**src/rtl/bp_resolve_queue.sv**
```systemverilog
// In-order queue of in-flight branch predictions; resolves them against execute,
// drives the 2-bit predictor update port, squashes on mispredict, keeps accuracy stats.
module bp_resolve_queue #(
    parameter int DEPTH = 8,
    parameter int PC_W  = 32,
    parameter int CNT_W = 16
) (
    input  logic                     clk,
    input  logic                     rst,
    input  logic                     pred_valid,
    output logic                     pred_ready,
    input  logic                     pred_taken,
    input  logic [PC_W-1:0]          pred_pc,
    input  logic                     res_valid,
    input  logic                     res_taken,
    input  logic [PC_W-1:0]          res_pc,
    input  logic                     flush,
    output logic                     upd_en,
    output logic                     upd_result,
    output logic [PC_W-1:0]          upd_pc,
    output logic                     mispredict,
    output logic                     full,
    output logic                     empty,
    output logic [$clog2(DEPTH):0]   count,
    output logic [CNT_W-1:0]         total_cnt,
    output logic [CNT_W-1:0]         miss_cnt,
    output logic                     err_orphan,
    output logic                     err_tag
);
    localparam int              AW     = $clog2(DEPTH);
    localparam logic [AW:0]     L_FULL = (AW+1)'(DEPTH);

    logic [PC_W-1:0]  r_pc_mem [DEPTH];
    logic [DEPTH-1:0] r_tk_mem;
    logic [AW-1:0]    r_head;
    logic [AW-1:0]    r_tail;
    logic [AW:0]      r_count;

    logic             r_upd_en;
    logic             r_upd_result;
    logic [PC_W-1:0]  r_upd_pc;
    logic             r_mispredict;
    logic [CNT_W-1:0] r_total_cnt;
    logic [CNT_W-1:0] r_miss_cnt;
    logic             r_err_orphan;
    logic             r_err_tag;

    logic             w_full;
    logic             w_empty;
    logic             w_pop;
    logic             w_miss;
    logic             w_clear;
    logic             w_push;
    logic [PC_W-1:0]  w_head_pc;
    logic             w_head_tk;

    assign w_full    = (r_count == L_FULL);
    assign w_empty   = (r_count == '0);
    assign w_head_pc = r_pc_mem[r_head];
    assign w_head_tk = r_tk_mem[r_head];
    assign w_pop     = res_valid && !w_empty;
    assign w_miss    = w_pop && (w_head_tk != res_taken);
    // A mispredict or flush makes any same-cycle push wrong-path, so it never lands.
    assign w_clear   = flush || w_miss;
    assign w_push    = pred_valid && !w_full && !w_clear;

    always_ff @(posedge clk) begin
        if (w_push) begin
            r_pc_mem[r_tail] <= pred_pc;
            r_tk_mem[r_tail] <= pred_taken;
        end
    end

    always_ff @(posedge clk or posedge rst) begin
        if (rst) begin
            r_head       <= '0;
            r_tail       <= '0;
            r_count      <= '0;
            r_upd_en     <= 1'b0;
            r_upd_result <= 1'b0;
            r_upd_pc     <= '0;
            r_mispredict <= 1'b0;
            r_total_cnt  <= '0;
            r_miss_cnt   <= '0;
            r_err_orphan <= 1'b0;
            r_err_tag    <= 1'b0;
        end else begin
            r_upd_en     <= w_pop;
            r_mispredict <= w_miss;
            if (w_pop) begin
                r_upd_result <= res_taken;
                r_upd_pc     <= w_head_pc;
                if (r_total_cnt != '1) r_total_cnt <= r_total_cnt + CNT_W'(1);
                if (res_pc != w_head_pc) r_err_tag <= 1'b1;
            end
            if (w_miss && (r_miss_cnt != '1)) r_miss_cnt <= r_miss_cnt + CNT_W'(1);
            if (res_valid && w_empty) r_err_orphan <= 1'b1;

            if (w_clear) begin
                r_head  <= '0;
                r_tail  <= '0;
                r_count <= '0;
            end else begin
                if (w_push) r_tail <= r_tail + AW'(1);
                if (w_pop)  r_head <= r_head + AW'(1);
                if (w_push && !w_pop)      r_count <= r_count + (AW+1)'(1);
                else if (!w_push && w_pop) r_count <= r_count - (AW+1)'(1);
            end
        end
    end

    assign pred_ready = !w_full;
    assign full       = w_full;
    assign empty      = w_empty;
    assign count      = r_count;
    assign upd_en     = r_upd_en;
    assign upd_result = r_upd_result;
    assign upd_pc     = r_upd_pc;
    assign mispredict = r_mispredict;
    assign total_cnt  = r_total_cnt;
    assign miss_cnt   = r_miss_cnt;
    assign err_orphan = r_err_orphan;
    assign err_tag    = r_err_tag;

endmodule

```
**config.mk**
```make
export PLATFORM = sky130hd
export DESIGN_NAME = bp_resolve_queue
export DESIGN_NICKNAME = d
export VERILOG_FILES = /design/src/rtl/bp_resolve_queue.sv
export SDC_FILE = /design/constraint.sdc
export NUM_CORES = 1
export LEC_CHECK = 0
export CORE_MARGIN = 2
export CORE_UTILIZATION = 25
export CTS_CLUSTER_DIAMETER = 80
export DETAILED_ROUTE_END_ITERATION = 10
export PLACE_DENSITY = 0.5
export SYNTH_ARGS = -nofsm -noshare
export SYNTH_HDL_FRONTEND = slang
export SYNTH_SLANG_ARGS = --single-unit
export TNS_END_PERCENT = 1
```
**constraint.sdc**
```tcl
create_clock -name clk -period 7.28 [get_ports clk]
set_clock_uncertainty 0.15 [all_clocks]
set_input_delay 0.728 -clock clk [delete_from_list [all_inputs] [get_ports clk]]
set_output_delay 0.728 -clock clk [all_outputs]
set_load 0.05 [all_outputs]
```
### Word level (Yosys, flattened, before mapping)

Memories as Yosys holds them, arrays and structs flattened.
Index checks and enable logic that the tools add are counted.

| cells by class | value |
|---|---|
| add/subtract/negate cells | 6 |
| multipliers | 0 |
| $lt $le $gt $ge | 3 |
| bitwise logic cells | 0 |
| divide/modulo/power cells | 0 |
| muxes and demuxes | 14 |
| equal/unequal tests | 5 |
| reductions and logical operators | 21 |
| shifts and indexed selects | 0 |

Operators by type and width:

| operator | number |
|---|---|
| 16-bit by 1-bit adder with 16-bit output (second input constant) | 2 |
| 16-bit != test (second input constant) | 2 |
| 32-bit != test | 1 |
| 3-bit two-way mux | 4 |
| 4-bit two-way mux | 3 |
| 1-bit logical AND | 9 |
| 8-bit bitwise mux | 1 |
| 3-bit by 4-bit < comparator with 1-bit output (second input constant) | 2 |
| 3-bit by 1-bit adder with 3-bit output (second input constant) | 2 |
| 1-bit zero test | 5 |
| 4-bit by 1-bit adder with 4-bit output (second input constant) | 1 |
| 4-bit equality test (second input constant) | 1 |
| 4-bit zero test | 1 |
| 1-bit two-way mux | 4 |
| 2-bit AND reduction | 2 |
| 2-bit nonzero test | 2 |
| 4-bit by 1-bit subtractor with 4-bit output (second input constant) | 1 |
| 1-bit binary-select mux with 3-bit select | 1 |
| 1-bit demux with 3-bit select | 1 |
| 3-bit by 1-bit >= comparator with 1-bit output (second input constant) | 1 |
| 3-bit nonzero test | 1 |
| 1-bit logical OR | 1 |
| 1-bit != test | 1 |

| storage, ports and cells | value |
|---|---|
| memories kept | 1 |
| ROM bits | 0 |
| bits in writable memories | 256 |
| bits in latches | 0 |
| word-level logic and storage cells | 62 |
| register bits after elaboration | 87 |
| bits of input ports | 71 |

Memory list:

| name | depth | width | read ports | clocked after Yosys merged registers in | wr ports | RTL line | RTL |
|---|---|---|---|---|---|---|---|
| r_pc_mem | 8 | 32 | 1 | 0 | 1 | 33 | `logic [PC_W-1:0] r_pc_mem [DEPTH];` |

### Depth between registers and ports, before layout

| depth | value |
|---|---|
| depth after elaboration | 12 |
| mapped depth | 12 |

### Least setup slack after synthesis

No wires, ideal clock.

| timing path | value |
|---|---|
| path type | reg-to-reg |
| start point | register r_count[1], in the netlist count[1] |
| end point | memory r_pc_mem[6][0], enable pin |
| required time | 6.624 ns |
| cell stages (with the launch flop) | 10 |
| setup slack | -0.128 ns |
| arrival | 6.752 ns |
| clock period less this slack | 7.408 ns |
| buffers on the path | 3 |
| library setup time | 0.506 ns |
| path through | dfrtp_1 > nor4_1 > nand2b_1 > buf_2 > inv_1 > clkbuf_1 > and2_1 > or2_2 > buf_2 > nor4_1 |

| on the way | value |
|---|---|
| longest elaborated chain between the ends | 9 |

Ends and longest elaborated chain:

| element | RTL line | RTL |
|---|---|---|
| start, declared | 37 | `logic [AW:0] r_count;` |
| start signal, assigned | 106 | `if (w_push && !w_pop) r_count <= r_count + (AW+1)'(1);` |
| start signal, assigned | 107 | `else if (!w_push && w_pop) r_count <= r_count - (AW+1)'(1);` |
| 4-bit zero test | 58 | `assign w_empty = (r_count == '0);` |
| named net empty | 23 | `output logic empty,` |
| 1-bit zero test | 61 | `assign w_pop = res_valid && !w_empty;` |
| 1-bit logical AND | 61 |  |
| named net w_pop | 50 | `logic w_pop;` |
| 1-bit logical AND | 62 | `assign w_miss = w_pop && (w_head_tk != res_taken);` |
| named net w_miss | 51 | `logic w_miss;` |
| 1-bit logical OR | 64 | `assign w_clear = flush \|\| w_miss;` |
| 1-bit zero test | 65 | `assign w_push = pred_valid && !w_full && !w_clear;` |
| 1-bit logical AND | 65 |  |
| 1-bit two-way mux | 68 | `if (w_push) begin` |
| 1-bit two-way mux (not written as such) | 69 | `r_pc_mem[r_tail] <= pred_pc;` |
| end, declared | 33 |  |

The timed path passes the listed nets, and every way through them passes these cells.

### Worst setup path after layout

| timing path | value |
|---|---|
| start point | register r_count[1], in the netlist count[1] |
| end point | memory r_pc_mem[1][6], enable pin |

| on the way | value |
|---|---|
| longest elaborated chain between the ends | 9 |

Ends and longest elaborated chain:

| element | RTL line |
|---|---|
| 4-bit zero test | 58 |
| 1-bit zero test | 61 |
| 1-bit logical AND | 61 |
| 1-bit logical AND | 62 |
| named net w_miss | 51 |
| 1-bit logical OR | 64 |
| 1-bit zero test | 65 |
| 1-bit logical AND | 65 |
| 1-bit two-way mux | 68 |
| 1-bit two-way mux (not written as such) | 69 |

The timed path passes the listed nets, and every way through them passes these cells.

==> impl_metrics.csv <==
group,metric,value,unit
setup_path,reg2regPathDepth,9,
drt,first_pass_iters,5,
setup_path,cp.required,7.31,ns
clocking,root_buffer,"clkbuf_16",
timing,rsz0062_at_grt,"no",
setup_path,critical-path-top-delay-family,"simple AND/OR/NAND/NOR gates",
worst_hold_path,holdCritPathClass,"primary input to asynchronous set/reset pin",
timing,max_freq,214.9,MHz
global_route,grt_pass1_vias,8004,
die,die_w,240.0,um
synthesis,synthMuxAreaShare,11.15,%
setup_path,worst_path_largest_cell_delay,0.88,ns
global_route,globalRoute.totalOverflow,0,
drt,ant_nets,0,
clocking,cts.clk_slew.worst_paths,0.06,ns
synthesis,synth_top_family_by_area,"multiplexers",
global_route,grt_pass1_wl,53060,um
setup_path,slowest_stage,"nor3_2",
setup_path,startpoint_type,"flip-flop",
power,seq_power_share,40.1,%
final_layout,nNetsFinal,1082,
synthesis,synthArstFlopShare,23.03,%
timing,fin_setup_tns,0,ns
clocking,cts_sinks,343,
synthesis,synth_compound_area_share,4.675,%
power,internal-power,4.106,mW
synthesis,synth-seq-cells,343,
synthesis,synth_edf_count,264,
synthesis,yosys.area_share.adder,0.6832,%
die,die_y,240.0,um
setup_path,r2r_start,"count[1]",
power,p_sw_share,34.16,%
synthesis,avgSynthCellArea,16.55,um2
placed_design,place.port_buffers,146,
timing,hold_viol,0,
setup_path,cpMostUsedCell,"buf_4",
synthesis,yosys.area.top_type,"edfxtp_1",
global_route,grt_max_degree,70,
global_route,grt_usage,12.52,%
final_layout,fill_cells,5449,
timing,fin_crit_sh,63.92,%
clocking,cts-resized-gates,0,
synthesis,syn-num-nets,919,
power,p_comb_share,29.2,%
timing,maxSlewHeadroom,28.37,%
final_layout,areaGrowthSynthToFinish,25.29,%
flow_run,drv_cap,0,
drt,wire_per_inst,20.12,um
drt,drcViolationCount,0,
power,pwr_density_cell,357.6,nW/um2
drt,avgViaCountPerCell,4.383,
setup_path,worstPathCellList,"nor4_1, nand2b_2, buf_4, inv_1, and2_1, nor2_1, nand3_1, nor3_2, buf_4",
placed_design,place.gp.congestion,0.7323,
synthesis,ys_seq_area_share,71.16,%
timing,maxSlewViolCount,0,
synthesis,yosysUniqueCellTypes,51,
clocking,clk_latency,0.54,ns
synthesis,synth_common_cells,"edfxtp_1 (264), dfrtp_1 (79), mux2i_1 (59)",
power,p_leak,5.834,nW
drt,drt-total-wl,35840,um
power,p_clk_share,30.7,%
timing,setup_violations,0,
synthesis,yosysWarnings,0,
setup_path,startpoint,"count[1]",
synthesis,synth_xor_area_share,2.895,%
die,dieArea,57580,um2
final_layout,antenna_cells,0,
synthesis,synth_area,13920,um2
synthesis,synth_most_common_cell,"edfxtp_1",
die,coreArea,55090,um2
setup_path,r2r_end,"r_pc_mem[1][6]",
synthesis,yosys.area.top_type_share,56.96,%
timing,worst_pin_slew,1.069,ns
clocking,hold_buffers,0,
synthesis,syn_inst,841,
outcome,status,"complete, no violations",
placed_design,hpwlAfterDp,22840,um
drt,vias,7806,
power,ir_drop,0.0001877,V
global_route,antenna_found_initial,1,
synthesis,synth.area.top_cells,"edfxtp_1 (57%), dfrtp_1 (14%), mux4_2 (5.3%)",
synthesis,yosys.area_share.simple,7.353,%
clocking,cts_tree,"yes",
setup_path,worst-setup-path-type,"flip-flop to flip-flop",
clocking,cts-buffers-inserted,38,
timing,hold_slack,0.3071,ns
die,rows,86,
clocking,h-tree-depth,2,
die,io_pins,147,
setup_path,cp-end-kind,"flip-flop",
timing,fin_crit,4.653,ns
clocking,post-cts-setup-buffers,0,
setup_path,cp.arrival,4.69,ns
power,power_switching,2.131,mW
setup_path,path_max_fanout,69,
synthesis,synth_ff_type,"edfxtp_1",
final_layout,layout-drive-gt1-share,11.13,%
clocking,cts_buffer_depth,3,
drt,drt_first_iter_violations,553,
setup_path,regToRegSetupSlack,2.63,ns
setup_path,path_buf_inv,3,
die,start_util,25.26,%
-- area by class of cell --
type                            instances  area, um2  share of cell area (%)
Clock buffer                           57       1032                   5.919
Clock inverter                         12      186.4                   1.069
Inverter                               11      42.54                  0.2440
Multi-Input combinational cell        451       3771                   21.63
Sequential cell                       343       9911                   56.83
Tap cell                              748      935.9                   5.367
Timing Repair Buffer                  159       1559                   8.940
-- state kept, by name, summed over array words and instances, names as in the netlist, 3 cells and up --
register   flops
miss_cnt      16
r_head         3
upd_pc        32
r_tail         3
count          4
total_cnt     16
r_pc_mem     256
r_tk_mem       8
-- per-layer routing --
metal / routed length [um] / global-route usage, % / share of wire (%)
met4: 616 / 3.181 / 1.7
met5: 9 / 0 / 0.025
met3: 1922 / 2.216 / 5.4
met1: 16960 / 18.05 / 47
met2: 16330 / 19.47 / 46
-- metrics by stage --
step | total power [mW] | utilization, % | setup WS [ns] | std cells | area [um2]
2_1_floorplan | 3.731 | - | 0.6042 | 841 | 13920
3_3_place_gp | 4.379 | 29.44 | 2.463 | 1712 | 16220
3_5_place_dp | 4.388 | 29.44 | 2.369 | 1712 | 16220
4_1_cts | 6.326 | 31.65 | 2.517 | 1781 | 17440
5_1_grt | 6.543 | 31.65 | 2.168 | 1781 | 17440
6_report | 6.237 | 31.65 | 2.627 | 1781 | 17440
-- cells by family (layout without fill, tap and decap cells) --
group	Yosys count	in the layout
flip-flops	343	343
adder cells (fa/ha/maj)	7	7
XOR/XNOR	46	46
buffers and inverters	47	239
AO/OA/AOI/OAI	96	96
AND/OR/NAND/NOR	201	201
multiplexers	101	101
-- placed cells by master (no fill, tap or decap), drive strengths merged, types with 2 or more instances in the layout --
master / synthesis / routed
edfxtp: 264 / 264
clkdlybuf4s50: 0 / 146
dfrtp: 79 / 79
mux2i: 60 / 60
nand2: 58 / 58
clkbuf: 10 / 57
nor2: 40 / 40
mux4: 40 / 40
o21ai: 35 / 35
xnor2: 28 / 28
a22o: 23 / 23
o31ai: 23 / 23
xor2: 18 / 18
nor3: 18 / 18
nand3: 17 / 17
or3: 13 / 13
buf: 26 / 13
inv: 11 / 12
nand4b: 11 / 11
nand4: 10 / 10
nor2b: 10 / 10
clkinv: 0 / 7
a21oi: 6 / 6
ha: 6 / 6
nor4: 5 / 5
bufinv: 0 / 4
and2: 3 / 3
nor3b: 3 / 3
or4: 3 / 3
and3: 2 / 2
or2: 2 / 2
and4: 2 / 2
a22oi: 2 / 2
and3b: 2 / 2
a21o: 2 / 2
-- how the worst max path moves through the flow --
stage | to | cells past startpoint
after floorplan | r_pc_mem[0][0] | 9
after global placement | r_pc_mem[1][7] | 9
after detailed placement | r_pc_mem[1][7] | 9
after CTS | r_pc_mem[1][11] | 9
after global routing | r_pc_mem[1][25] | 9
final | r_pc_mem[1][6] | 9
-- power by group through the flow --
stage               sequential, mW  combinational, mW  clock, mW
floorplan                     2.90              0.826          0
global placement              2.54               1.83          0
detailed placement            2.54               1.84          0
CTS                           2.51               1.85       1.97
global route                  2.53               1.96       2.05
finish                        2.50               1.82       1.91
No activity file was read; power rests on OpenSTA's default activity.
==> variant 1: new RTL, same settings <==
Register the output `total_cnt` once more, with the module's reset; this adds one clock of latency there. The other outputs are not delayed to match.
--- a/src/rtl/bp_resolve_queue.sv
+++ b/src/rtl/bp_resolve_queue.sv
@@ -117,7 +117,13 @@
     assign upd_result = r_upd_result;
     assign upd_pc     = r_upd_pc;
     assign mispredict = r_mispredict;
-    assign total_cnt  = r_total_cnt;
+    always_ff @(posedge clk or posedge rst) begin
+        if (rst) begin
+            total_cnt <= '0;
+        end else begin
+            total_cnt <= r_total_cnt;
+        end
+    end
     assign miss_cnt   = r_miss_cnt;
     assign err_orphan = r_err_orphan;
     assign err_tag    = r_err_tag;
Formal check against the unedited RTL: not equivalent (Yosys sat finds a counterexample within 4 cycles, from zero or initial values and one cycle with rst high).
==> variant 1 against the unedited design <==
  * Cell count is 0.95% lower
  * Synthesized cell count shrank 3.7%
  * Setup slack improved by 0.69 ns
  * Design area rose by 1.6%
  * Hold slack got worse by 0.079 ns
  * Wire length grew 0.28%
  * Sequential cell count increased by 16
  * Maximum frequency rose by 17%
  * First-iteration DRC count is 1.4% lower
  * Total power up 1.6%
  * Critical endpoint is now r_pc_mem[4][12]
  * Sequential share of layout area rose by 1.4 points
  * Area after synthesis grew 0.53%
  * Sequential power rose by 4%
  * Largest power group unchanged
==> variant 1: results (changes against the unedited design) <==
{| class="wikitable"
! Metric !! Value
|-
| Final estimated routing congestion in global placement || 0.752 (+2.7%)
|-
| Worst supply voltage drop on vdd || 0.213 mV (+13%)
|-
| Post-synthesis mux area share || 0.113 (+0.00129)
|-
| Routed wire per std cell || 20.4 µm (+1.3%)
|-
| Number of fill cells || 5324 (-2.3%)
|-
| Number of different library cells in the post-synthesis netlist || 44 (-14%)
|-
| Detailed-placement wirelength estimate || 23.2 mm (+1.6%)
|-
| Post-DR vias/cell || 4.33 (-1.2%)
|-
| Non-clock buffer contribution to total cell area || 0.0914 (+0.00201)
|-
| FFs w/ async S/R, synth || 0.265 (+0.0343)
|-
| Worst reg2reg path startpoint || r_head[1]
|-
| R2r worst-path depth || 7 (-2)
|-
| Net count after synthesis || 888 (-3.4%)
|-
| Met1 Track Usage GR || 0.174 (-0.00608)
|-
| Worst rel slew slack || 0.436 (+0.152)
|-
| Post-synthesis to final-layout area growth || 26.6%
|-
| Pre-CTS WS || 3.28 ns (+0.906 ns)
|-
| Outcome || finished, final reports clean
|-
| Met3 Use GR || 0.0332 (+0.0110)
|-
| Wire length of the first global-routing pass || 52.3 mm (-1.4%)
|-
| Number of CTS-inserted buffers || 40 (+5.3%)
|-
| Number of flip-flops and latches || 359 (+4.7%)
|-
| Worst endpoint data arrival time || 3.98 ns (-0.71 ns)
|-
| Adder-Cell Fraction of Synth Area || 0.00680 (-0.0000360)
|-
| Reg2Reg Capture Point || r_pc_mem[4][12]
|-
| Multi-input gate count || 405 (-10%)
|-
| Parity-gate share of the synthesized area counting xor and xnor cells || 0.0438 (+0.0149)
|-
| Fraction of the mapped netlist area in compound gates || 0.0360 (-0.0107)
|-
| Layout cell share with drive strength beyond 1 || 0.140 (+0.0284)
|-
| Clk_buf instances || 53 (-7.0%)
|-
| Cell types with the largest area share after synthesis || sky130_fd_sc_hd__edfxtp_1, sky130_fd_sc_hd__dfrtp_1, sky130_fd_sc_hd__mux4_2
|-
| Nets@finish || 1062 (-1.8%)
|-
| Top cells by count, synth || sky130_fd_sc_hd__edfxtp_1, sky130_fd_sc_hd__dfrtp_1, sky130_fd_sc_hd__nand2_1
|-
| Highest net fanout along the worst path || 33 (-52%)
|-
| Iteration-0 DRC Markers || 545 (-1.4%)
|}
-- variant 1: changes by cell type after synthesis, moves of 9 or more --
cell / before / now
sky130_fd_sc_hd__dfrtp_1: 79 / 95
sky130_fd_sc_hd__a22oi_1: 2 / 21
sky130_fd_sc_hd__mux4_2: 33 / 42
sky130_fd_sc_hd__nor2_1: 39 / 24
sky130_fd_sc_hd__a22o_1: 23 / 0
sky130_fd_sc_hd__o31ai_1: 23 / 0
sky130_fd_sc_hd__or3_1: 13 / 4
sky130_fd_sc_hd__nor3_1: 18 / 7
sky130_fd_sc_hd__nand4b_1: 11 / 0
sky130_fd_sc_hd__o21ai_0: 34 / 53
sky130_fd_sc_hd__xnor2_1: 28 / 51
-- variant 1: critical path, cell delays in order, from the launching register on --
cell and delay, ns:
sky130_fd_sc_hd__dfrtp_4 0.82, sky130_fd_sc_hd__mux4_1 0.38, sky130_fd_sc_hd__mux2i_1 0.24, sky130_fd_sc_hd__xor2_1 0.35, sky130_fd_sc_hd__o21bai_1 0.34, sky130_fd_sc_hd__or3_1 0.59, sky130_fd_sc_hd__nor3b_2 0.22, sky130_fd_sc_hd__buf_4 0.49
-- variant 1: stage by stage --
stage | hold slack, ns | utilization | cells
after CTS | 0.229 | 0.321 | 1764
final | 0.228 | 0.321 | 1764
after global routing | 0.240 | 0.321 | 1764
after floorplan | 0.204 | - | 810
after detailed placement | 0.216 | 0.298 | 1690
after global placement | 0.218 | 0.298 | 1690
-- variant 1: power by group --
group          internal [W]  total (W)  switching (W)
clock               0.00116    0.00196       0.000799
sequential          0.00242    0.00260       0.000171
combinational      0.000628    0.00179        0.00116
==> variant 2: new RTL, config.mk and constraints unchanged <==
Made on the original files. Set the parameter `CNT_W` to 18 (it was 16).
--- a/src/rtl/bp_resolve_queue.sv
+++ b/src/rtl/bp_resolve_queue.sv
@@ -3,7 +3,7 @@
 module bp_resolve_queue #(
     parameter int DEPTH = 8,
     parameter int PC_W  = 32,
-    parameter int CNT_W = 16
+    parameter int CNT_W = 18
 ) (
     input  logic                     clk,
     input  logic                     rst,
Ports: changed (resized miss_cnt and total_cnt); port bits go from 147 to 151. The function was not compared with the original's and may differ.
==> variant 2 against the unedited design <==
  * Design area is 2.0% higher
  * Critical path depth is 1 lower
  * Wire length fell by 4.3%
  * Total power down 2.1%
  * Maximum frequency decreased by 3.1%
  * Sequential cell count up 4
  * Non-clock buffer count is 6 higher
  * Setup slack worse by 0.15 ns
  * Core utilization grew 0.55 points
  * Cell count is 1.3% higher
  * Area after synthesis up 0.56%
  * Synthesized cell count is 1.1% higher
  * Largest cell class unchanged
  * Largest power group unchanged
==> variant 2: results (changes against the unedited design) <==
{| class="wikitable"
! Metric !! Value
|-
| Outcome || finished, final reports clean
|-
| Top cells by count, synth || sky130_fd_sc_hd__edfxtp_1, sky130_fd_sc_hd__dfrtp_1, sky130_fd_sc_hd__nand2_1
|-
| Non-clock buffer contribution to total cell area || 0.0908 (+0.00139)
|-
| Wire length of the first global-routing pass || 51.6 mm (-2.7%)
|-
| Worst-skew pair later-pin latency || 0.57 ns (+0.03 ns)
|-
| Post-DR vias/cell || 4.38 (about the same)
|-
| Net count after synthesis || 928 (+0.98%)
|-
| Final estimated routing congestion in global placement || 0.754 (+2.9%)
|-
| Post-Route WL || 34.3 mm (-4.3%)
|-
| Met1 routed wirelength after detailed routing || 15.2 mm (-10%)
|-
| Plain + repair buffers || 165 (+3.8%)
|-
| Number of flip-flops and latches || 347 (+1.2%)
|-
| Met3 wirelength from detailed routing || 1.86 mm (-3.0%)
|-
| Int Pwr || 0.00409 W (-0.43%)
|-
| Clock-cell share || 0.0740 (+0.00408)
|-
| Slowest cell on the critical path || sky130_fd_sc_hd__nor2_4
|-
| Worst supply voltage drop on vdd || 0.165 mV (-12%)
|-
| Post-synthesis mux area share || 0.112 (about the same)
|-
| Iteration-0 DRC Markers || 584 (+5.6%)
|-
| Met2 routed WL || 16.6 mm (+1.6%)
|-
| Fraction of the mapped netlist area in compound gates || 0.0440 (-0.00276)
|-
| Proportion of netlist area held by the largest area contributor || 0.566 (-0.00316)
|-
| Highest net fanout along the worst path || 33 (-52%)
|-
| Nets@finish || 1103 (+1.9%)
|-
| GR met2 Demand/Resource || 0.202 (+0.00717)
|-
| Relative contribution of combinational cells to total power || 0.265 (-0.027)
|-
| Multi-input logic portion of the cell area || 0.217 (+0.000576)
|-
| Adder-Cell Fraction of Synth Area || 0.00679 (-0.0000379)
|-
| Worst endpoint data arrival time || 4.81 ns (+0.12 ns)
|-
| Vias in the first global route || 8204 (+2.5%)
|-
| Power drawn by the combinational cells || 0.00161 W (-12%)
|-
| Number of fill cells || 5338 (-2.0%)
|-
| Layout cell share with drive strength beyond 1 || 0.126 (+0.0145)
|-
| Clk_buf instances || 51 (-11%)
|-
| PortBufs || 150 (+2.7%)
|-
| Delay of the slowest cell on the worst path || 0.92 ns (+0.04 ns)
|-
| Number of CTS-inserted buffers || 40 (+5.3%)
|-
| Hold WC Path Type || reg -> reg
|-
| Met1 Track Usage GR || 0.157 (-0.0232)
|}
[variant 2: worst paths after layout]
path	startpoint	to	slack [ns]	cells after the start
max	r_head[0]	r_pc_mem[2][28]	2.48	8
min	err_tag	err_tag	0.32	1
max reg2reg	r_head[0]	r_pc_mem[2][28]	2.48	8
min reg2reg	err_tag	err_tag	0.32	1
max in group asynchronous	rst	r_head[1]	5.41	3
min in group asynchronous	rst	miss_cnt[16]	0.48	2
[variant 2: metrics by stage]
stage | worst slack (ns) | hold WS, ns | cells | utilization | instance area (µm²)
2_1_floorplan | 1.09 | 0.403 | 850 | - | 14000
3_3_place_gp | 2.40 | 0.304 | 1731 | 0.298 | 16500
3_5_place_dp | 2.34 | 0.314 | 1731 | 0.298 | 16500
4_1_cts | 2.36 | 0.324 | 1805 | 0.322 | 17800
5_1_grt | 2.13 | 0.338 | 1805 | 0.322 | 17800
6_report | 2.48 | 0.317 | 1805 | 0.322 | 17800
